--- config.mk ---
export PLATFORM = sky130hd
export DESIGN_NAME = watch_input_ctrl_flat
export DESIGN_NICKNAME = d
export VERILOG_FILES = /design/src/rtl/watch_pkg.sv /design/src/rtl/watch_input_ctrl_if.sv /design/src/rtl/btn_debounce.sv /design/src/rtl/watch_input_ctrl.sv /design/src/flat_wrapper.sv
export SDC_FILE = /design/constraint.sdc
export NUM_CORES = 1
export LEC_CHECK = 0
export ABC_AREA = 1
export BUFFER_PORTS_ARGS = -buffer_cell sky130_fd_sc_hd__buf_2
export CAP_MARGIN = 15
export CELL_PAD_IN_SITES_DETAIL_PLACEMENT = 1
export CELL_PAD_IN_SITES_GLOBAL_PLACEMENT = 1
export CORE_MARGIN = 8
export CORE_UTILIZATION = 50
export CTS_CLUSTER_DIAMETER = 200
export DETAILED_ROUTE_END_ITERATION = 16
export PLACE_DENSITY = 0.93
export SYNTH_ARGS = -nofsm -noshare
export SYNTH_HDL_FRONTEND = slang
export SYNTH_HIERARCHICAL = 1
export SYNTH_SLANG_ARGS = --single-unit
--- constraint.sdc ---
create_clock -name clk -period 4.48 [get_ports clk]
set_input_delay 1.12 -clock clk [delete_from_list [all_inputs] [get_ports clk]]
set_output_delay 1.12 -clock clk [all_outputs]
set_load 0.03 [all_outputs]
--- src/rtl/watch_pkg.sv ---
// Shared watch constants: clock frequency, ms-divider sizing, and the
// state encodings for the Adjust hold FSM and the downstream counter FSM.
package watch_pkg;

   localparam int unsigned CLK_HZ_DEF = 27_000_000;

   function automatic int unsigned ms_div_w(input int unsigned clk_hz);
      int unsigned div;
      div = clk_hz / 1000;
      return (div > 1) ? $clog2(div) : 1;
   endfunction

   localparam int unsigned MS_DIV_W = ms_div_w(CLK_HZ_DEF);

   typedef enum logic [1:0] {
      IDLE      = 2'd0,
      WAIT_HOLD = 2'd1,
      REPEAT    = 2'd2
   } hold_state_e;

   typedef enum logic [1:0] {
      CNT_WATCH       = 2'd0,
      CNT_CHRONO_STOP = 2'd1,
      CNT_CHRONO_RUN  = 2'd2,
      CNT_CHANGE      = 2'd3
   } cnt_state_e;

endpackage

--- src/rtl/watch_input_ctrl_if.sv ---
// Button pins in, command pulses out; master is the board/FSM side,
// slave is the input controller.
interface watch_input_ctrl_if;

   logic btn_mode_raw;
   logic btn_start_raw;
   logic btn_adjust_raw;
   logic mode_pulse;
   logic start_pulse;
   logic adjust_pulse;
   logic adjust_held;

   modport master (
      output btn_mode_raw, btn_start_raw, btn_adjust_raw,
      input  mode_pulse, start_pulse, adjust_pulse, adjust_held
   );

   modport slave (
      input  btn_mode_raw, btn_start_raw, btn_adjust_raw,
      output mode_pulse, start_pulse, adjust_pulse, adjust_held
   );

endinterface

--- src/rtl/btn_debounce.sv ---
// One button: 2-flop synchroniser, ms-tick debounce counter, accepted level
// and a registered rising-edge strobe.
module btn_debounce #(
   parameter int unsigned DEBOUNCE_MS = 20
) (
   input  logic clk,
   input  logic rst_n,
   input  logic ms_tick,
   input  logic btn_raw,
   output logic deb,
   output logic rise
);

   localparam int unsigned CNT_W = $clog2(DEBOUNCE_MS + 1);

   logic [1:0]       sync_q, sync_d;
   logic [CNT_W-1:0] cnt_q, cnt_d;
   logic             deb_q, deb_d;
   logic             deb_prev_q, deb_prev_d;
   logic             rise_q, rise_d;
   logic             sync;

   assign sync = sync_q[1];

   always_comb begin
      sync_d     = {sync_q[0], btn_raw};
      cnt_d      = cnt_q;
      deb_d      = deb_q;
      deb_prev_d = deb_q;
      rise_d     = deb_q & ~deb_prev_q;
      // Any agreement between sync and deb restarts the stability window.
      if (sync == deb_q) begin
         cnt_d = '0;
      end else if (ms_tick) begin
         if (cnt_q >= CNT_W'(DEBOUNCE_MS - 1)) begin
            deb_d = sync;
            cnt_d = '0;
         end else begin
            cnt_d = cnt_q + 1'b1;
         end
      end
   end

   always_ff @(posedge clk or negedge rst_n) begin
      if (!rst_n) begin
         sync_q     <= '0;
         cnt_q      <= '0;
         deb_q      <= 1'b0;
         deb_prev_q <= 1'b0;
         rise_q     <= 1'b0;
      end else begin
         sync_q     <= sync_d;
         cnt_q      <= cnt_d;
         deb_q      <= deb_d;
         deb_prev_q <= deb_prev_d;
         rise_q     <= rise_d;
      end
   end

   assign deb  = deb_q;
   assign rise = rise_q;

endmodule

--- src/rtl/watch_input_ctrl.sv ---
// Watch input controller: ms prescaler, three debounced buttons, Adjust
// hold-to-repeat FSM and Mode-priority pulse arbitration.
module watch_input_ctrl
   import watch_pkg::*;
#(
   parameter int unsigned CLK_HZ      = CLK_HZ_DEF,
   parameter int unsigned DEBOUNCE_MS = 20,
   parameter int unsigned HOLD_MS     = 800,
   parameter int unsigned REPEAT_MS   = 200
) (
   input  logic               clk,
   input  logic               rst_n,
   watch_input_ctrl_if.slave  io
);

   localparam int unsigned DIV    = CLK_HZ / 1000;
   localparam int unsigned DIV_W  = ms_div_w(CLK_HZ);
   localparam int unsigned HMAX   = (HOLD_MS > REPEAT_MS) ? HOLD_MS : REPEAT_MS;
   localparam int unsigned HOLD_W = $clog2(HMAX + 1);

   logic [DIV_W-1:0]  div_q, div_d;
   logic              ms_tick;
   logic              mode_deb, start_deb, adj_deb;
   logic              mode_rise, start_rise, adj_rise;
   hold_state_e       state_q, state_d;
   logic [HOLD_W-1:0] hold_cnt_q, hold_cnt_d, hold_nxt;
   logic              adj_req;
   logic              mode_pulse_q, mode_pulse_d;
   logic              start_pulse_q, start_pulse_d;
   logic              adjust_pulse_q, adjust_pulse_d;
   logic              adjust_held_q, adjust_held_d;

   assign ms_tick = (div_q == DIV_W'(DIV - 1));

   always_comb begin
      div_d = ms_tick ? '0 : div_q + 1'b1;
   end

   btn_debounce #(.DEBOUNCE_MS(DEBOUNCE_MS)) u_deb_mode (
      .clk(clk), .rst_n(rst_n), .ms_tick(ms_tick),
      .btn_raw(io.btn_mode_raw), .deb(mode_deb), .rise(mode_rise)
   );

   btn_debounce #(.DEBOUNCE_MS(DEBOUNCE_MS)) u_deb_start (
      .clk(clk), .rst_n(rst_n), .ms_tick(ms_tick),
      .btn_raw(io.btn_start_raw), .deb(start_deb), .rise(start_rise)
   );

   btn_debounce #(.DEBOUNCE_MS(DEBOUNCE_MS)) u_deb_adjust (
      .clk(clk), .rst_n(rst_n), .ms_tick(ms_tick),
      .btn_raw(io.btn_adjust_raw), .deb(adj_deb), .rise(adj_rise)
   );

   assign hold_nxt = hold_cnt_q + 1'b1;

   // A request dropped because of a same-cycle Mode pulse leaves state and
   // counter untouched, so the FSM never advances on a lost pulse.
   always_comb begin
      state_d    = state_q;
      hold_cnt_d = hold_cnt_q;
      adj_req    = 1'b0;
      case (state_q)
         IDLE: begin
            if (adj_rise) begin
               adj_req = 1'b1;
               if (!mode_rise) begin
                  hold_cnt_d = '0;
                  state_d    = WAIT_HOLD;
               end
            end
         end
         WAIT_HOLD: begin
            if (ms_tick) begin
               if (hold_nxt >= HOLD_W'(HOLD_MS)) begin
                  adj_req = 1'b1;
                  if (!mode_rise) begin
                     hold_cnt_d = '0;
                     state_d    = REPEAT;
                  end
               end else begin
                  hold_cnt_d = hold_nxt;
               end
            end
         end
         REPEAT: begin
            if (ms_tick) begin
               if (hold_nxt >= HOLD_W'(REPEAT_MS)) begin
                  adj_req = 1'b1;
                  if (!mode_rise) begin
                     hold_cnt_d = '0;
                  end
               end else begin
                  hold_cnt_d = hold_nxt;
               end
            end
         end
         default: begin
            state_d    = IDLE;
            hold_cnt_d = '0;
         end
      endcase
      if (!adj_deb) begin
         state_d    = IDLE;
         hold_cnt_d = '0;
         adj_req    = 1'b0;
      end
   end

   always_comb begin
      mode_pulse_d   = mode_rise & mode_deb;
      start_pulse_d  = start_rise & start_deb & ~mode_pulse_d;
      adjust_pulse_d = adj_req & ~mode_pulse_d;
      adjust_held_d  = (state_q == REPEAT);
   end

   always_ff @(posedge clk or negedge rst_n) begin
      if (!rst_n) begin
         div_q          <= '0;
         state_q        <= IDLE;
         hold_cnt_q     <= '0;
         mode_pulse_q   <= 1'b0;
         start_pulse_q  <= 1'b0;
         adjust_pulse_q <= 1'b0;
         adjust_held_q  <= 1'b0;
      end else begin
         div_q          <= div_d;
         state_q        <= state_d;
         hold_cnt_q     <= hold_cnt_d;
         mode_pulse_q   <= mode_pulse_d;
         start_pulse_q  <= start_pulse_d;
         adjust_pulse_q <= adjust_pulse_d;
         adjust_held_q  <= adjust_held_d;
      end
   end

   assign io.mode_pulse   = mode_pulse_q;
   assign io.start_pulse  = start_pulse_q;
   assign io.adjust_pulse = adjust_pulse_q;
   assign io.adjust_held  = adjust_held_q;

endmodule
--- src/flat_wrapper.sv ---
// flat-port wrapper written by rule: the top's interface ports become plain ports
module watch_input_ctrl_flat import watch_pkg::*;
#(
   parameter int unsigned CLK_HZ      = CLK_HZ_DEF,
   parameter int unsigned DEBOUNCE_MS = 20,
   parameter int unsigned HOLD_MS     = 800,
   parameter int unsigned REPEAT_MS   = 200
)
  (clk, rst_n, io_btn_mode_raw, io_btn_start_raw, io_btn_adjust_raw, io_mode_pulse, io_start_pulse, io_adjust_pulse, io_adjust_held);
  watch_input_ctrl_if io_i ();
  input  logic clk;
  input  logic rst_n;
  input wire logic [$bits(io_i.btn_mode_raw)-1:0] io_btn_mode_raw;
  input wire logic [$bits(io_i.btn_start_raw)-1:0] io_btn_start_raw;
  input wire logic [$bits(io_i.btn_adjust_raw)-1:0] io_btn_adjust_raw;
  output wire logic [$bits(io_i.mode_pulse)-1:0] io_mode_pulse;
  output wire logic [$bits(io_i.start_pulse)-1:0] io_start_pulse;
  output wire logic [$bits(io_i.adjust_pulse)-1:0] io_adjust_pulse;
  output wire logic [$bits(io_i.adjust_held)-1:0] io_adjust_held;
  assign io_i.btn_mode_raw = io_btn_mode_raw;
  assign io_i.btn_start_raw = io_btn_start_raw;
  assign io_i.btn_adjust_raw = io_btn_adjust_raw;
  assign io_mode_pulse = io_i.mode_pulse;
  assign io_start_pulse = io_i.start_pulse;
  assign io_adjust_pulse = io_i.adjust_pulse;
  assign io_adjust_held = io_i.adjust_held;
  watch_input_ctrl #(.CLK_HZ(CLK_HZ), .DEBOUNCE_MS(DEBOUNCE_MS), .HOLD_MS(HOLD_MS), .REPEAT_MS(REPEAT_MS)) u_core (.clk(clk), .rst_n(rst_n), .io(io_i));
endmodule
# Yosys cells after proc, flatten, opt, wreduce, memory -nomap -nowiden
# Cells that the tools add are included.
dict set report totals {
  ff_bits 61
  in_bits 5
  output_inout_bits 4
}
dict set report classes {
  addsub 5
  order_cmp 5
  eq_ne 13
  muxes 32
  bitwise 14
  n_reduce_logical 9
}
# operator n
set op_table {}
lappend op_table {{$mux 10} 7}
lappend op_table {{$mux 5} 9}
lappend op_table {{$pmux 10 s3} 1}
lappend op_table {{$add 15x1->15 const B} 1}
lappend op_table {{$add 5x1->5 const B} 3}
lappend op_table {{$eq 15x15->1 const B} 1}
lappend op_table {{$ge 5x5->1 const B} 3}
lappend op_table {{$mux 15} 1}
lappend op_table {{$mux 2} 6}
lappend op_table {{$reduce_and 3->1} 4}
lappend op_table {{$add 10x1->10 const B} 1}
lappend op_table {{$ge 10x10->1 const B} 1}
lappend op_table {{$ge 10x8->1 const B} 1}
lappend op_table {{$ne 3x2->1 const B} 3}
lappend op_table {{$ne 3x3->1 const B} 3}
lappend op_table {{$and 1x1->1} 7}
lappend op_table {{$not 1->1} 7}
lappend op_table {{$mux 1} 6}
lappend op_table {{$pmux 2 s3} 1}
lappend op_table {{$reduce_and 6->1} 1}
lappend op_table {{$reduce_bool 2->1} 3}
lappend op_table {{$eq 1x1->1} 3}
lappend op_table {{$pmux 1 s3} 1}
lappend op_table {{$eq 2x1->1 const B} 1}
lappend op_table {{other kinds (3)} 3}

# Longest topological paths before layout
# Gate-level depths: netlist (run 1).
dict set report depth {
  word_depth 7
  ltp_mapped 15
  ltp_nobuf 14
}

# By module
# Netlist (run 1), hierarchy kept.
# module instances cells_each area_per_inst_um2
set by_module_without_submodules {}
lappend by_module_without_submodules {watch_input_ctrl 1 341 2308.5}
lappend by_module_without_submodules {btn_debounce 3 56 493.0}

# Least setup slack after synthesis (run 1)
# Ideal clock, no wire load.
dict set report synth_timing {
  path_kind {register to register}
  startpoint {register u_core.div_q[0]}
  endpoint {register u_core.hold_cnt_q[0]}
  arrival_ns 1.915
  setup_slack_ns 2.499
  path_stages_with_launch 10
  n_path_buf 1
  period_less_slack_ns 1.981
  path_cell_list {dfrtp_1 -> ha_1 -> nand2_1 -> nor2_1 -> nand2_1 -> clkinv_1 -> o22ai_1 -> clkbuf_1 -> nand2_1 -> nand2_1}
}
dict set report synth_between {
  elab_chain_len 3
}
# element line_no
set synth_lines {}
lappend synth_lines {{start: declaration} watch_input_ctrl.sv:21} ;# logic [DIV_W-1:0] div_q, div_d;
lappend synth_lines {{start signal: assignment} watch_input_ctrl.sv:126} ;# div_q <= div_d;
lappend synth_lines {{$eq 15x15->1 (*)} watch_input_ctrl.sv:33} ;# assign ms_tick = (div_q == DIV_W'(DIV - 1));
lappend synth_lines {{named net u_core.ms_tick} watch_input_ctrl.sv:22} ;# logic ms_tick;
lappend synth_lines {{$ne 3x2->1 (no source line)} --}
lappend synth_lines {{$reduce_and 3->1 (no source line) (*)} --}
lappend synth_lines {{end signal: assignment} watch_input_ctrl.sv:128} ;# hold_cnt_q <= hold_cnt_d;
lappend synth_lines {{end: declaration} watch_input_ctrl.sv:26} ;# logic [HOLD_W-1:0] hold_cnt_q, hold_cnt_d, hold_nxt;
# The timed path passes the listed nets; every way through them passes the cells marked *.
# A chain may end at the register's enable or synchronous reset.

# Worst setup path after layout (run 1)
dict set report layout_timing {
  startpoint {register u_core.div_q[0]}
  endpoint {register u_core.hold_cnt_q[6]}
}
# Same word-level chain as after synthesis.

==> results of run 1 <==
## layer usage
layer	up-vias	share of wire (%)	wire [microns]
li1	1667	-	-
met1	1801	40	4330
met2	90	53	5670
met3	36	4.0	427
met4	0	2.7	291
met5	-	0	0
## sequential cells by signal, indices dropped and copies added, names as in the netlist
register,count
u_core/div_q,15
u_core/hold_cnt_q,10
u_core/u_deb_adjust/cnt_q,5
u_core/u_deb_mode/cnt_q,5
u_core/u_deb_start/cnt_q,5
u_core/state_q,2
u_core/u_deb_adjust/sync_q,2
u_core/u_deb_mode/sync_q,2
u_core/u_deb_start/sync_q,2
u_core/io.adjust_held,1
u_core/io.adjust_pulse,1
u_core/io.mode_pulse,1
u_core/io.start_pulse,1
u_core/u_deb_adjust/deb,1
u_core/u_deb_adjust/deb_prev_q,1
u_core/u_deb_adjust/rise,1
u_core/u_deb_mode/deb,1
u_core/u_deb_mode/deb_prev_q,1
u_core/u_deb_mode/rise,1
u_core/u_deb_start/deb,1
u_core/u_deb_start/deb_prev_q,1
u_core/u_deb_start/rise,1
## layout make-up
| cell class | instances | area (sq um) |
|---|---|---|
| clock buffer | 10 | 138 |
| clock inverter | 5 | 37.5 |
| fill | 953 | 3260 |
| inverter | 55 | 206 |
| multi-input combinational | 379 | 1960 |
| sequential | 61 | 1530 |
| tap | 99 | 124 |
| timing repair buffer | 9 | 47.5 |
## metrics by stage
stage	instance area (sq um)	util [%]
3_5_place_dp	3860	52.9
6_report	4040	55.3
4_1_cts	4040	55.3
3_3_place_gp	3860	52.9
2_1_floorplan	3790	-
5_1_grt	4040	55.3
## kinds of logic after synthesis
logic type               count (synthesis)  share of synthesized area [%]
adder cells (fa/ha/maj)                 11                           3.63
AND/OR/NAND/NOR                        336                           42.5
XOR/XNOR                                 7                           1.62
flip-flops                              61                           40.3
buffers and inverters                   69                           8.06
AO/OA/AOI/OAI                           25                           3.90
## worst max-delay path by stage
stage / endpoint / slack [ns]
after detailed placement: u_core/hold_cnt_q[9]$_DFFE_PN0P_ / 1.38
after CTS: u_core/hold_cnt_q[6]$_DFFE_PN0P_ / 1.27
final: u_core/hold_cnt_q[6]$_DFFE_PN0P_ / 1.22
after global routing: u_core/hold_cnt_q[6]$_DFFE_PN0P_ / 0.99
after floorplan: u_core/hold_cnt_q[0]$_DFFE_PN0P_ / 2.50
after global placement: u_core/hold_cnt_q[0]$_DFFE_PN0P_ / 1.67
## placed cells by master, fill, tap and decap left out, types with 5 or more instances in the layout
cell                       instances
sky130_fd_sc_hd__a21oi_1           6
sky130_fd_sc_hd__buf_2             8
sky130_fd_sc_hd__clkbuf_8         10
sky130_fd_sc_hd__dfrtp_1          61
sky130_fd_sc_hd__ha_1             11
sky130_fd_sc_hd__inv_1            51
sky130_fd_sc_hd__nand2_1         166
sky130_fd_sc_hd__nand2_2          12
sky130_fd_sc_hd__nand3_1          86
sky130_fd_sc_hd__nand3_2           5
sky130_fd_sc_hd__nand3b_1          5
sky130_fd_sc_hd__nand4_1          17
sky130_fd_sc_hd__nor2_1           22
sky130_fd_sc_hd__nor2_2            6
sky130_fd_sc_hd__nor2_4            8
sky130_fd_sc_hd__o21ai_0           6
sky130_fd_sc_hd__xor2_1            5
## power by group through the flow
| stage | Sequential [W] | Combinational, W | Clock (W) |
|---|---|---|---|
| after floorplan | 0.000565 | 0.00000536 | 0 |
| after global placement | 0.000565 | 0.0000194 | 0 |
| after detailed placement | 0.000565 | 0.0000205 | 0 |
| after CTS | 0.000554 | 0.0000206 | 0.000452 |
| after global routing | 0.000554 | 0.0000232 | 0.000475 |
| final | 0.000555 | 0.0000199 | 0.000443 |
## worst max-delay path, delay by kind of cell (launching register included)
family / cells / cell delay [ns]
flip-flops: 1 / 0.44
AND/OR/NAND/NOR: 6 / 1.02
AO/OA/AOI/OAI: 1 / 0.88
buffers and inverters: 1 / 0.53
adder cells (fa/ha/maj): 1 / 0.27
==> metrics.txt, run 1 <==
# TYPE chip_impl_metric gauge
chip_impl_metric{name="critical_path_arrival",unit="ns"} 3.49
chip_impl_metric{name="timing.max_cap.violations",unit=""} 0
chip_impl_metric{name="die_area",unit="sq um"} 10600
chip_impl_metric{name="skew",unit="ns"} 0.0120
chip_impl_metric{name="mappedNetlistNets",unit=""} 525
chip_impl_metric{name="route.detailed.drc",unit=""} 0
chip_impl_info{name="top_post_synthesis_cells_by_count",value="sky130_fd_sc_hd__nand2_1, sky130_fd_sc_hd__nand3_1, sky130_fd_sc_hd__dfrtp_1"} 1
chip_impl_metric{name="final.hold.worst_slack",unit="ns"} 0.366
chip_impl_metric{name="finalSetupViolations",unit=""} 0
chip_impl_metric{name="preCtsSetupSlack",unit="ns"} 1.38
chip_impl_metric{name="post_synth_inst_count",unit=""} 509
chip_impl_info{name="rsz0062_at_grt",value="false"} 1
chip_impl_metric{name="p_total",unit="W"} 0.00102
chip_impl_metric{name="layout_min_cycle_time",unit="ns"} 3.26
chip_impl_metric{name="cellInternalPower",unit="W"} 0.000770
chip_impl_metric{name="cellLeakagePower",unit="nW"} 2.13
chip_impl_metric{name="actual_slew_at_the_worst_max_slew_pin",unit="ns"} 0.899
chip_impl_metric{name="power.switching",unit="W"} 0.000248
chip_impl_info{name="worst_hold_path_type",value="reg -> reg"} 1
chip_impl_info{name="top_usage_layer",value="met2"} 1
chip_impl_metric{name="grt_max_degree",unit=""} 40
chip_impl_info{name="endpoint_kind",value="register"} 1
chip_impl_metric{name="layout-drive-gt1-share",unit="%"} 11.8
chip_impl_metric{name="timing.slew.headroom",unit="%"} 40.0
chip_impl_metric{name="cts_bufs_inserted",unit=""} 9
chip_impl_metric{name="met2_usage",unit="%"} 39.6
chip_impl_metric{name="critical_path.max_stage_delay",unit="ns"} 0.88
chip_impl_metric{name="synth.yosys.warnings",unit=""} 6
chip_impl_info{name="worstHoldEndpoint",value="u_core/u_deb_start/sync_q[1]$_DFF_PN0_"} 1
chip_impl_metric{name="power.sequential.fraction",unit="%"} 54.5
chip_impl_metric{name="peakVddDrop",unit="uV"} 185
chip_impl_metric{name="synth.yosys.seq_area_share",unit="%"} 40.3
chip_impl_metric{name="whs_path_depth",unit=""} 0
chip_impl_info{name="timing.critical_path.slowest_stage_cell",value="sky130_fd_sc_hd__o22ai_1"} 1
chip_impl_info{name="regToRegEndpoint",value="u_core/hold_cnt_q[6]$_DFFE_PN0P_"} 1
chip_impl_metric{name="areaGrowthSynthToFinish",unit="%"} 6.54
chip_impl_metric{name="die_w",unit="microns"} 103
chip_impl_metric{name="stdcell_count",unit=""} 618
chip_impl_metric{name="gp_congestion",unit=""} 0.831
chip_impl_metric{name="cts_hold_buf",unit=""} 0
chip_impl_metric{name="antenna_found_initial",unit=""} 0
chip_impl_info{name="outcome",value="finished clean"} 1
chip_impl_metric{name="floorplan.die.height",unit="microns"} 103
chip_impl_metric{name="diodes",unit=""} 0
chip_impl_metric{name="fin_crit_sh",unit="%"} 72.8
chip_impl_metric{name="crit_required",unit="ns"} 4.71
chip_impl_info{name="timing.critical_path.mode_cell",value="sky130_fd_sc_hd__nand2_1"} 1
chip_impl_metric{name="first_global_vias",unit=""} 3877
chip_impl_metric{name="yosysUniqueCellTypes",unit=""} 33
chip_impl_metric{name="final_net_count",unit=""} 531
chip_impl_metric{name="global_routing_usage_on_met3",unit="%"} 4.39
chip_impl_info{name="worst-setup-path-type",value="reg -> reg"} 1
chip_impl_metric{name="avgSynthCellArea",unit="sq um"} 7.44
chip_impl_info{name="synth_top_cell_by_area",value="sky130_fd_sc_hd__dfrtp_1"} 1
chip_impl_metric{name="synth_async_sr_flop_share",unit="%"} 100
chip_impl_metric{name="power_frac_comb",unit="%"} 2.0
chip_impl_metric{name="reg2reg_setup_slack",unit="ns"} 1.22
chip_impl_info{name="critical_path.startpoint_type",value="register"} 1
chip_impl_metric{name="cts-resized-gates",unit=""} 0
chip_impl_metric{name="cts_post_setup_buffers_inserted",unit=""} 0
chip_impl_metric{name="grt_util_all_layers",unit="%"} 21.8
chip_impl_metric{name="synth_seq_cells",unit=""} 61
chip_impl_info{name="tritoncts",value="yes"} 1
chip_impl_metric{name="drt-pass1-iter-count",unit=""} 4
chip_impl_metric{name="achievable-frequency",unit="MHz"} 306
chip_impl_metric{name="final_hold_viol_count",unit=""} 0
chip_impl_metric{name="cts.sinks",unit=""} 61
chip_impl_metric{name="setup_ws",unit="ns"} 1.22
chip_impl_metric{name="std_cell_rows",unit=""} 31
chip_impl_info{name="dominantRegCellSynth",value="sky130_fd_sc_hd__dfrtp_1"} 1
chip_impl_metric{name="wl",unit="mm"} 10.7
chip_impl_metric{name="slew_viol_final",unit=""} 0
chip_impl_info{name="cells_taking_the_most_area_after_synthesis",value="sky130_fd_sc_hd__dfrtp_1, sky130_fd_sc_hd__nand2_1, sky130_fd_sc_hd__nand3_1"} 1
chip_impl_info{name="root_buffer",value="sky130_fd_sc_hd__clkbuf_8"} 1
chip_impl_metric{name="vias",unit=""} 3594
chip_impl_metric{name="dp.final_hpwl",unit="mm"} 7.56
chip_impl_info{name="worstSetupStartpoint",value="u_core/div_q[0]$_DFF_PN0_"} 1
chip_impl_metric{name="synth.cell_area",unit="sq um"} 3790
chip_impl_metric{name="clock_power_share",unit="%"} 43.5
chip_impl_metric{name="synth_largest_type_area_fraction",unit="%"} 40.3
chip_impl_metric{name="post-place-cells",unit=""} 603
chip_impl_info{name="timing.rr.start",value="u_core/div_q[0]$_DFF_PN0_"} 1
chip_impl_metric{name="critical_path_maximum_fanout",unit=""} 19
chip_impl_metric{name="design.core.area",unit="sq um"} 7290
chip_impl_metric{name="clock_tree.buffer_depth",unit=""} 2
chip_impl_info{name="synth.most_common_cell",value="sky130_fd_sc_hd__nand2_1"} 1
chip_impl_metric{name="r2r_cells",unit=""} 9
chip_impl_metric{name="swShare",unit="%"} 24.4
chip_impl_metric{name="clk_latency",unit="ns"} 0.35
chip_impl_metric{name="drt-vias-per-instance",unit=""} 5.82
chip_impl_metric{name="io-pin-count",unit=""} 9
chip_impl_metric{name="worst_setup_hold_path_clk_slew",unit="ns"} 0.07
chip_impl_metric{name="finalSetupTns",unit="ns"} 0
chip_impl_metric{name="grt_pass1_wl",unit="mm"} 18.2
chip_impl_info{name="crit_path_cell_trace",value="ha_1 > nand2_1 > nor2_1 > nand2_1 > clkinv_1 > o22ai_1 > nor2_1 > nand2_1 > nand2_1"} 1
chip_impl_metric{name="synth_enable_flop_cells",unit=""} 0
chip_impl_metric{name="globalRouteMet1Util",unit="%"} 23.5
chip_impl_metric{name="place.port_buffers",unit=""} 8
chip_impl_metric{name="initial_core_util",unit="%"} 51.9
chip_impl_info{name="worstHoldStart",value="u_core/u_deb_start/sync_q[0]$_DFF_PN0_"} 1
chip_impl_metric{name="final_routed_wire_length_divided_by_cell_count",unit="microns"} 17.4
chip_impl_metric{name="cts_max_level",unit=""} 3
chip_impl_metric{name="remaining_antenna_violation_count_after_routing",unit=""} 0
chip_impl_metric{name="grt-ovfl-total",unit=""} 0
chip_impl_metric{name="pwr_density_cell",unit="nW/um^2"} 252
chip_impl_metric{name="initialDrtViolationCount",unit=""} 132
(Power assumes the default switching activity.)
==> run 2, diff against run 1 <==
Settings changed: CORE_UTILIZATION 50 to 47, PLACE_DENSITY 0.93 to 0.88.
Clock period 4.48 ns to 3.2 ns, I/O delays scaled along.
==> run 2 against run 1 <==
  * Non-clock buffer count is 2 higher
  * Total power up 46%
  * Highest routed layer unchanged
  * Critical path type unchanged
  * Final area up 1.1%
  * Utilization shrank 2.8 points
  * Clock skew decreased by 0.0031 ns
  * Final cell count is 0.97% higher
  * Combinational power is 35% higher
  * Clock power is 55% higher
  * First-iteration DRC count shrank 6.1%
  * Flip-flop and latch count unchanged
  * Sequential power rose by 40%
  * Sequential share of layout area shrank 0.39 points
==> metrics.txt, run 2 (synthesis gave the netlist of run 1 again) <==
# TYPE chip_impl_metric gauge
chip_impl_metric{name="crit_required",unit="ns"} 3.47
chip_impl_metric{name="slew_viol_final",unit=""} 0
chip_impl_metric{name="critical_path_maximum_fanout",unit=""} 19
chip_impl_info{name="tritoncts",value="yes"} 1
chip_impl_info{name="worst_hold_path_type",value="reg -> reg"} 1
chip_impl_metric{name="final_net_count",unit=""} 533
chip_impl_metric{name="reg2reg_setup_slack",unit="ns"} 0.55
chip_impl_metric{name="actual_slew_at_the_worst_max_slew_pin",unit="ns"} 0.789
chip_impl_metric{name="route.detailed.drc",unit=""} 0
chip_impl_metric{name="drt-pass1-iter-count",unit=""} 4
chip_impl_metric{name="finalSetupTns",unit="ns"} 0
chip_impl_info{name="rsz0062_at_grt",value="false"} 1
chip_impl_metric{name="peakVddDrop",unit="uV"} 252
chip_impl_metric{name="fin_crit_sh",unit="%"} 82.7
chip_impl_metric{name="critical_path_arrival",unit="ns"} 2.92
chip_impl_metric{name="cts_bufs_inserted",unit=""} 9
chip_impl_metric{name="first_global_vias",unit=""} 3563
chip_impl_metric{name="clock_tree.buffer_depth",unit=""} 2
chip_impl_metric{name="areaGrowthSynthToFinish",unit="%"} 7.66
chip_impl_info{name="worst-setup-path-type",value="reg -> reg"} 1
chip_impl_metric{name="wl",unit="mm"} 9.37
chip_impl_info{name="root_buffer",value="sky130_fd_sc_hd__clkbuf_8"} 1
chip_impl_metric{name="timing.max_cap.violations",unit=""} 0
chip_impl_metric{name="grt_util_all_layers",unit="%"} 18.0
chip_impl_metric{name="diodes",unit=""} 0
chip_impl_metric{name="timing.slew.headroom",unit="%"} 47.2
chip_impl_info{name="most-common-layout-cells",value="sky130_fd_sc_hd__nand2_1, sky130_fd_sc_hd__nand3_1, sky130_fd_sc_hd__dfrtp_1, sky130_fd_sc_hd__inv_1, sky130_fd_sc_hd__nor2_1"} 1
chip_impl_metric{name="cellLeakagePower",unit="nW"} 2.15
chip_impl_metric{name="final_routed_wire_length_divided_by_cell_count",unit="microns"} 15.0
chip_impl_metric{name="die_area",unit="sq um"} 11200
chip_impl_metric{name="antenna_found_initial",unit=""} 0
chip_impl_metric{name="final_hold_viol_count",unit=""} 0
chip_impl_metric{name="grt_max_degree",unit=""} 62
chip_impl_metric{name="achievable-frequency",unit="MHz"} 378
chip_impl_metric{name="io-pin-count",unit=""} 9
chip_impl_metric{name="cts_post_setup_buffers_inserted",unit=""} 0
chip_impl_metric{name="worst_setup_hold_path_clk_slew",unit="ns"} 0.08
chip_impl_info{name="endpoint_kind",value="register"} 1
chip_impl_metric{name="grt-ovfl-total",unit=""} 0
chip_impl_metric{name="p_total",unit="W"} 0.00149
chip_impl_info{name="critical_path.startpoint_type",value="register"} 1
chip_impl_metric{name="layout-drive-gt1-share",unit="%"} 12.3
chip_impl_metric{name="drt-vias-per-instance",unit=""} 5.33
chip_impl_metric{name="final.hold.worst_slack",unit="ns"} 0.356
chip_impl_metric{name="remaining_antenna_violation_count_after_routing",unit=""} 0
chip_impl_metric{name="initial_core_util",unit="%"} 48.8
chip_impl_metric{name="fillerInstances",unit=""} 999
chip_impl_info{name="outcome",value="finished clean"} 1
chip_impl_metric{name="cts.sinks",unit=""} 61
chip_impl_metric{name="design.core.area",unit="sq um"} 7770
chip_impl_metric{name="place.port_buffers",unit=""} 8
chip_impl_metric{name="grt_pass1_wl",unit="mm"} 16.7
chip_impl_metric{name="skew",unit="ns"} 0.00887
chip_impl_metric{name="finalSetupViolations",unit=""} 0
chip_impl_metric{name="layout_min_cycle_time",unit="ns"} 2.65
chip_impl_metric{name="std_cell_rows",unit=""} 32
chip_impl_metric{name="clk_latency",unit="ns"} 0.34
chip_impl_metric{name="pwr_density_cell",unit="nW/um^2"} 365
chip_impl_info{name="top_regs",value="u_core/div_q (15), u_core/hold_cnt_q (10)"} 1
chip_impl_info{name="max_flop_register",value="u_core/div_q"} 1
chip_impl_metric{name="floorplan.die.height",unit="microns"} 106
chip_impl_metric{name="cts_hold_buf",unit=""} 0
chip_impl_metric{name="die_w",unit="microns"} 106
chip_impl_metric{name="gp_congestion",unit=""} 0.812
chip_impl_metric{name="cts_max_level",unit=""} 3
chip_impl_info{name="layout.cells.most_common",value="sky130_fd_sc_hd__nand2_1"} 1
chip_impl_metric{name="cts-resized-gates",unit=""} 0
chip_impl_metric{name="initialDrtViolationCount",unit=""} 124
chip_impl_metric{name="largest_register_ff_count",unit=""} 15
chip_impl_metric{name="dp.final_hpwl",unit="mm"} 6.72
chip_impl_metric{name="vias",unit=""} 3326
run 2: cell types whose count changed in the layout (fill, tap and decap cells not counted), sizes merged:
cell      delta
buf          +2
bufinv       +1
clkbuf       -1
clkinv       -1
clkinvlp     +1
inv          +1
run 2: metrics by stage:
stage	instance area, sq um	utilization [%]	cells	worst slack (ns)
detailed placement	3880	49.9	608	0.533
CTS	4080	52.5	624	0.520
floorplan	3790	-	509	1.22
global route	4080	52.5	624	0.234
global placement	3880	49.9	608	0.683
finish	4080	52.5	624	0.553
run 2: area by class of cell:
type	instances	area [sq um]	share of cell area [%]
clock buffers	9	124	3.04
repair buffers	11	62.6	1.53
clock inverters	7	75.1	1.84
flip-flops and latches	61	1530	37.4
inverters	55	206	5.06
multi-input cells	379	1960	48.0
well taps	102	128	3.13
run 2: final timing paths:
check	from	end	cells after the start
min in group asynchronous	rst_n	u_core/div_q[14]$_DFF_PN0_	2
max in group asynchronous	rst_n	u_core/u_deb_mode/deb$_DFFE_PN0P_	2
worst min-delay path	u_core/u_deb_adjust/sync_q[0]$_DFF_PN0_	u_core/u_deb_adjust/sync_q[1]$_DFF_PN0_	0
worst max-delay path	u_core/div_q[0]$_DFF_PN0_	u_core/hold_cnt_q[0]$_DFFE_PN0P_	11
worst max register to register	u_core/div_q[0]$_DFF_PN0_	u_core/hold_cnt_q[0]$_DFFE_PN0P_	11
worst min register to register	u_core/u_deb_adjust/sync_q[0]$_DFF_PN0_	u_core/u_deb_adjust/sync_q[1]$_DFF_PN0_	0
run 2: routing by layer:
layer	global-route usage, %	up-vias	wire length, microns	part of all wire, %
li1	-	1669	-	-
met5	0	-	0	0
met3	3.53	8	205	2.2
met2	32.3	30	4870	52
met1	21.2	1619	4180	45
met4	5.23	0	116	1.2
run 2: critical path: stages (launching register included):
cell and delay, ns:
sky130_fd_sc_hd__dfrtp_1 0.41, sky130_fd_sc_hd__ha_1 0.24, sky130_fd_sc_hd__nand2_1 0.11, sky130_fd_sc_hd__nor2_1 0.13, sky130_fd_sc_hd__nand2_1 0.17, sky130_fd_sc_hd__clkinv_1 0.09
sky130_fd_sc_hd__buf_4 0.24, sky130_fd_sc_hd__o22ai_1 0.12, sky130_fd_sc_hd__buf_4 0.20, sky130_fd_sc_hd__nor2_1 0.61, sky130_fd_sc_hd__nand2_1 0.15, sky130_fd_sc_hd__nand2_1 0.10
run 2: report_power, final:
part	internal (W)	switching (W)
clock network	0.000362	0.000326
logic	0.00000462	0.0000223
registers	0.000774	0.00000165
==> run 3, diff against run 2 <==
Settings changed: ABC_AREA 1 to 0, CORE_UTILIZATION 47 to 49, PLACE_DENSITY 0.88 to 0.87.
Clock period 3.2 ns to 2.6 ns, I/O delays scaled along.
==> run 3 against run 2 <==
  * Worst hold slack lost 0.0011 ns
  * Sequential power is 23% higher
  * Clock-buffer cell count up 2
  * Non-clock buffer count up 6
  * Die area decreased by 8.2%
  * Sequential share of layout area is 0.32 points higher
  * Clock power is 60% higher
  * Final area decreased by 0.77%
  * Final cell count shrank 23%
  * Combinational power about the same
==> metrics.txt, run 3 <==
# TYPE chip_impl_metric gauge
chip_impl_metric{name="finalSetupTns",unit="ns"} 0
chip_impl_info{name="top_post_synthesis_cells_by_count",value="sky130_fd_sc_hd__dfrtp_1, sky130_fd_sc_hd__nand2_1, sky130_fd_sc_hd__nor2_1"} 1
chip_impl_metric{name="std_cell_rows",unit=""} 31
chip_impl_metric{name="wl",unit="mm"} 9.69
chip_impl_info{name="outcome",value="finished clean"} 1
chip_impl_metric{name="cts_max_level",unit=""} 3
chip_impl_info{name="worstSetupStartpoint",value="u_core/div_q[10]$_DFF_PN0_"} 1
chip_impl_info{name="tritoncts",value="yes"} 1
chip_impl_metric{name="timing.slew.headroom",unit="%"} 48.8
chip_impl_metric{name="reg2reg_setup_slack",unit="ns"} 0.09
chip_impl_metric{name="peakVddDrop",unit="uV"} 461
chip_impl_metric{name="adder_cell_share_of_the_synthesized_area",unit="%"} 3.86
chip_impl_info{name="most-common-layout-cells",value="sky130_fd_sc_hd__dfrtp_1, sky130_fd_sc_hd__nor2_1, sky130_fd_sc_hd__nand2_1, sky130_fd_sc_hd__nand3_1, sky130_fd_sc_hd__a21oi_1"} 1
chip_impl_metric{name="place.port_buffers",unit=""} 8
chip_impl_metric{name="synth.yosys.warnings",unit=""} 6
chip_impl_metric{name="synth_async_sr_flop_share",unit="%"} 100
chip_impl_metric{name="cts_hold_buf",unit=""} 0
chip_impl_metric{name="cts_bufs_inserted",unit=""} 9
chip_impl_metric{name="vias",unit=""} 2969
chip_impl_info{name="timing.critical_path.slowest_stage_cell",value="sky130_fd_sc_hd__nor4_4"} 1
chip_impl_metric{name="cellLeakagePower",unit="nW"} 1.70
chip_impl_metric{name="layout-drive-gt1-share",unit="%"} 18.0
chip_impl_metric{name="crit_required",unit="ns"} 2.83
chip_impl_metric{name="skew",unit="ns"} 0.0145
chip_impl_metric{name="pwr_density_cell",unit="nW/um^2"} 515
chip_impl_metric{name="die_w",unit="microns"} 101
chip_impl_metric{name="avgSynthCellArea",unit="sq um"} 9.83
chip_impl_metric{name="grt_max_degree",unit=""} 62
chip_impl_metric{name="synth-compound-area-share",unit="%"} 21.1
chip_impl_info{name="synth.most_common_cell",value="sky130_fd_sc_hd__dfrtp_1"} 1
chip_impl_info{name="root_buffer",value="sky130_fd_sc_hd__clkbuf_8"} 1
chip_impl_metric{name="finalSetupViolations",unit=""} 0
chip_impl_metric{name="worst_setup_hold_path_clk_slew",unit="ns"} 0.07
chip_impl_info{name="cells_taking_the_most_area_after_synthesis",value="sky130_fd_sc_hd__dfrtp_1, sky130_fd_sc_hd__ha_1, sky130_fd_sc_hd__a21oi_1"} 1
chip_impl_metric{name="grt_pass1_wl",unit="mm"} 15.9
chip_impl_metric{name="route.met2.wl",unit="mm"} 4.95
chip_impl_metric{name="timing.max_cap.violations",unit=""} 0
chip_impl_metric{name="whs_path_depth",unit=""} 0
chip_impl_metric{name="slew_viol_final",unit=""} 0
chip_impl_info{name="timing.rr.start",value="u_core/div_q[10]$_DFF_PN0_"} 1
chip_impl_metric{name="final_hold_viol_count",unit=""} 0
chip_impl_metric{name="critical_path_maximum_fanout",unit=""} 6
chip_impl_metric{name="clock_tree.buffer_depth",unit=""} 2
chip_impl_metric{name="post_synth_inst_count",unit=""} 363
chip_impl_metric{name="io-pin-count",unit=""} 9
chip_impl_metric{name="layout_min_cycle_time",unit="ns"} 2.51
chip_impl_metric{name="fin_crit_sh",unit="%"} 96.6
chip_impl_metric{name="actual_slew_at_the_worst_max_slew_pin",unit="ns"} 0.768
chip_impl_metric{name="final.hold.worst_slack",unit="ns"} 0.355
chip_impl_metric{name="synth.cell_area",unit="sq um"} 3570
chip_impl_metric{name="floorplan.die.height",unit="microns"} 101
chip_impl_metric{name="achievable-frequency",unit="MHz"} 398
chip_impl_metric{name="final_routed_wire_length_divided_by_cell_count",unit="microns"} 20.1
chip_impl_metric{name="synth_simple_gate_area_share",unit="%"} 21.5
chip_impl_info{name="crit_path_cell_trace",value="or3_4 > nor4_4 > nor2_2 > o21ai_2 > nand2_1 > o21bai_1 > mux2_2"} 1
chip_impl_metric{name="initial_core_util",unit="%"} 50.0
chip_impl_info{name="combinational_family_with_the_most_area_after_synthesis",value="simple AND/OR/NAND/NOR gates"} 1
chip_impl_info{name="dr.max_layer_used",value="met4"} 1
chip_impl_metric{name="post-place-cells",unit=""} 467
chip_impl_info{name="top_regs",value="u_core/div_q (15), u_core/hold_cnt_q (10)"} 1
chip_impl_metric{name="critical_path_arrival",unit="ns"} 2.74
chip_impl_metric{name="gp_congestion",unit=""} 0.872
chip_impl_metric{name="route.detailed.drc",unit=""} 0
chip_impl_info{name="regToRegEndpoint",value="u_core/hold_cnt_q[0]$_DFFE_PN0P_"} 1
chip_impl_metric{name="critical_path.max_stage_delay",unit="ns"} 0.54
chip_impl_metric{name="synth.yosys.seq_area_share",unit="%"} 42.8
chip_impl_metric{name="grt_util_all_layers",unit="%"} 20.1
chip_impl_metric{name="first_global_vias",unit=""} 3112
chip_impl_info{name="synth_top_cell_by_area",value="sky130_fd_sc_hd__dfrtp_1"} 1
chip_impl_metric{name="grt-ovfl-total",unit=""} 0
chip_impl_metric{name="areaGrowthSynthToFinish",unit="%"} 13.4
chip_impl_metric{name="synth_seq_cells",unit=""} 61
chip_impl_metric{name="yosysUniqueCellTypes",unit=""} 67
chip_impl_metric{name="antenna_found_initial",unit=""} 0
chip_impl_metric{name="synth_xor_xnor_area_share",unit="%"} 4.17
chip_impl_metric{name="largest_register_ff_count",unit=""} 15
chip_impl_info{name="layout.cells.most_common",value="sky130_fd_sc_hd__dfrtp_1"} 1
chip_impl_metric{name="initialDrtViolationCount",unit=""} 159
chip_impl_info{name="worst_setup_path_endpoint",value="u_core/hold_cnt_q[0]$_DFFE_PN0P_"} 1
chip_impl_info{name="critical_path.startpoint_type",value="register"} 1
chip_impl_metric{name="remaining_antenna_violation_count_after_routing",unit=""} 0
chip_impl_metric{name="design.core.area",unit="sq um"} 7140
chip_impl_metric{name="mappedNetlistNets",unit=""} 379
chip_impl_metric{name="final_net_count",unit=""} 395
chip_impl_metric{name="synth_enable_flop_cells",unit=""} 0
chip_impl_metric{name="dp.final_hpwl",unit="mm"} 6.59
chip_impl_metric{name="diodes",unit=""} 0
chip_impl_metric{name="met1Wirelength",unit="mm"} 4.11
chip_impl_metric{name="cts.sinks",unit=""} 61
chip_impl_metric{name="die_area",unit="sq um"} 10300
chip_impl_metric{name="synthMuxAreaShare",unit="%"} 3.30
chip_impl_metric{name="p_total",unit="W"} 0.00208
chip_impl_metric{name="synth_largest_type_area_fraction",unit="%"} 42.8
chip_impl_info{name="worst_hold_path_type",value="reg -> reg"} 1
chip_impl_metric{name="r2r_cells",unit=""} 7
chip_impl_info{name="endpoint_kind",value="register"} 1
chip_impl_info{name="dominantRegCellSynth",value="sky130_fd_sc_hd__dfrtp_1"} 1
chip_impl_metric{name="stdcell_count",unit=""} 483
chip_impl_metric{name="clk_latency",unit="ns"} 0.35
chip_impl_metric{name="dr_wl_met3",unit="microns"} 367
chip_impl_info{name="worst-setup-path-type",value="reg -> reg"} 1
chip_impl_metric{name="drt-vias-per-instance",unit=""} 6.15
chip_impl_metric{name="drt-pass1-iter-count",unit=""} 4
chip_impl_info{name="max_flop_register",value="u_core/div_q"} 1
==> run 3: cell families (layout without fill, tap and decap cells) <==
logic type,after synthesis,after routing
adder cells (fa/ha/maj),11,11
flip-flops,61,61
AO/OA/AOI/OAI,99,99
buffers and inverters,28,49
AND/OR/NAND/NOR,137,137
XOR/XNOR,17,17
multiplexers,10,10
==> run 3: stage by stage <==
step | util [%] | setup WS, ns | area [sq um]
finish | 56.7 | 0.0875 | 4050
detailed placement | 52.4 | -0.00861 | 3740
CTS | 56.4 | 0.00394 | 4030
global route | 56.7 | -0.00381 | 4050
global placement | 52.4 | 0.106 | 3740
floorplan | - | 0.224 | 3570
==> run 3: what timing repair did <==
| action | in CTS | in global routing |
|---|---|---|
| pin swaps | 0 | 2 |
| setup buffers | 0 | 0 |
| endpoints found under the setup margin | 3 | 15 |
| gates resized for setup | 4 | 6 |
==> run 3: worst max-delay path: cells and delay by family (launching register included) <==
kind | cells | cell delay [ns]
multiplexers | 1 | 0.28
AND/OR/NAND/NOR | 4 | 1.24
flip-flops | 1 | 0.43
AO/OA/AOI/OAI | 2 | 0.44
==> run 3: report_power, final <==
group	internal (W)	leakage (nW)	switching (W)
Combinational	0.00000462	0.750	0.0000225
Clock	0.000691	0.126	0.000411
Sequential	0.000953	0.823	0.00000282
Total	0.00165	1.70	0.000436
==> run 3: worst min-delay path by stage <==
stage | startpoint | endpoint | slack, ns
global placement | u_core/u_deb_mode/sync_q[0]$_DFF_PN0_ | u_core/u_deb_mode/sync_q[1]$_DFF_PN0_ | 0.33
finish | u_core/u_deb_adjust/sync_q[0]$_DFF_PN0_ | u_core/u_deb_adjust/sync_q[1]$_DFF_PN0_ | 0.35
floorplan | u_core/u_deb_adjust/sync_q[0]$_DFF_PN0_ | u_core/u_deb_adjust/sync_q[1]$_DFF_PN0_ | 0.33
global route | u_core/u_deb_adjust/sync_q[0]$_DFF_PN0_ | u_core/u_deb_adjust/sync_q[1]$_DFF_PN0_ | 0.36
CTS | u_core/u_deb_adjust/sync_q[0]$_DFF_PN0_ | u_core/u_deb_adjust/sync_q[1]$_DFF_PN0_ | 0.36
detailed placement | u_core/u_deb_adjust/sync_q[0]$_DFF_PN0_ | u_core/u_deb_adjust/sync_q[1]$_DFF_PN0_ | 0.34
==> run 3: cell type report <==
class,count,area [sq um]
Inverter,16,60.1
Clock inverter,5,106
Timing Repair Buffer,17,111
Clock buffer,11,151
Sequential cell,61,1530
Fill cell,813,3090
Multi-Input combinational cell,274,1970
Tap cell,99,124
==> run 3: per-layer routing <==
metal,vias up,GRT usage (%)
met3,23,4.47
met1,1503,23.9
met4,0,9.39
met5,-,0
met2,70,33.7
li1,1373,-
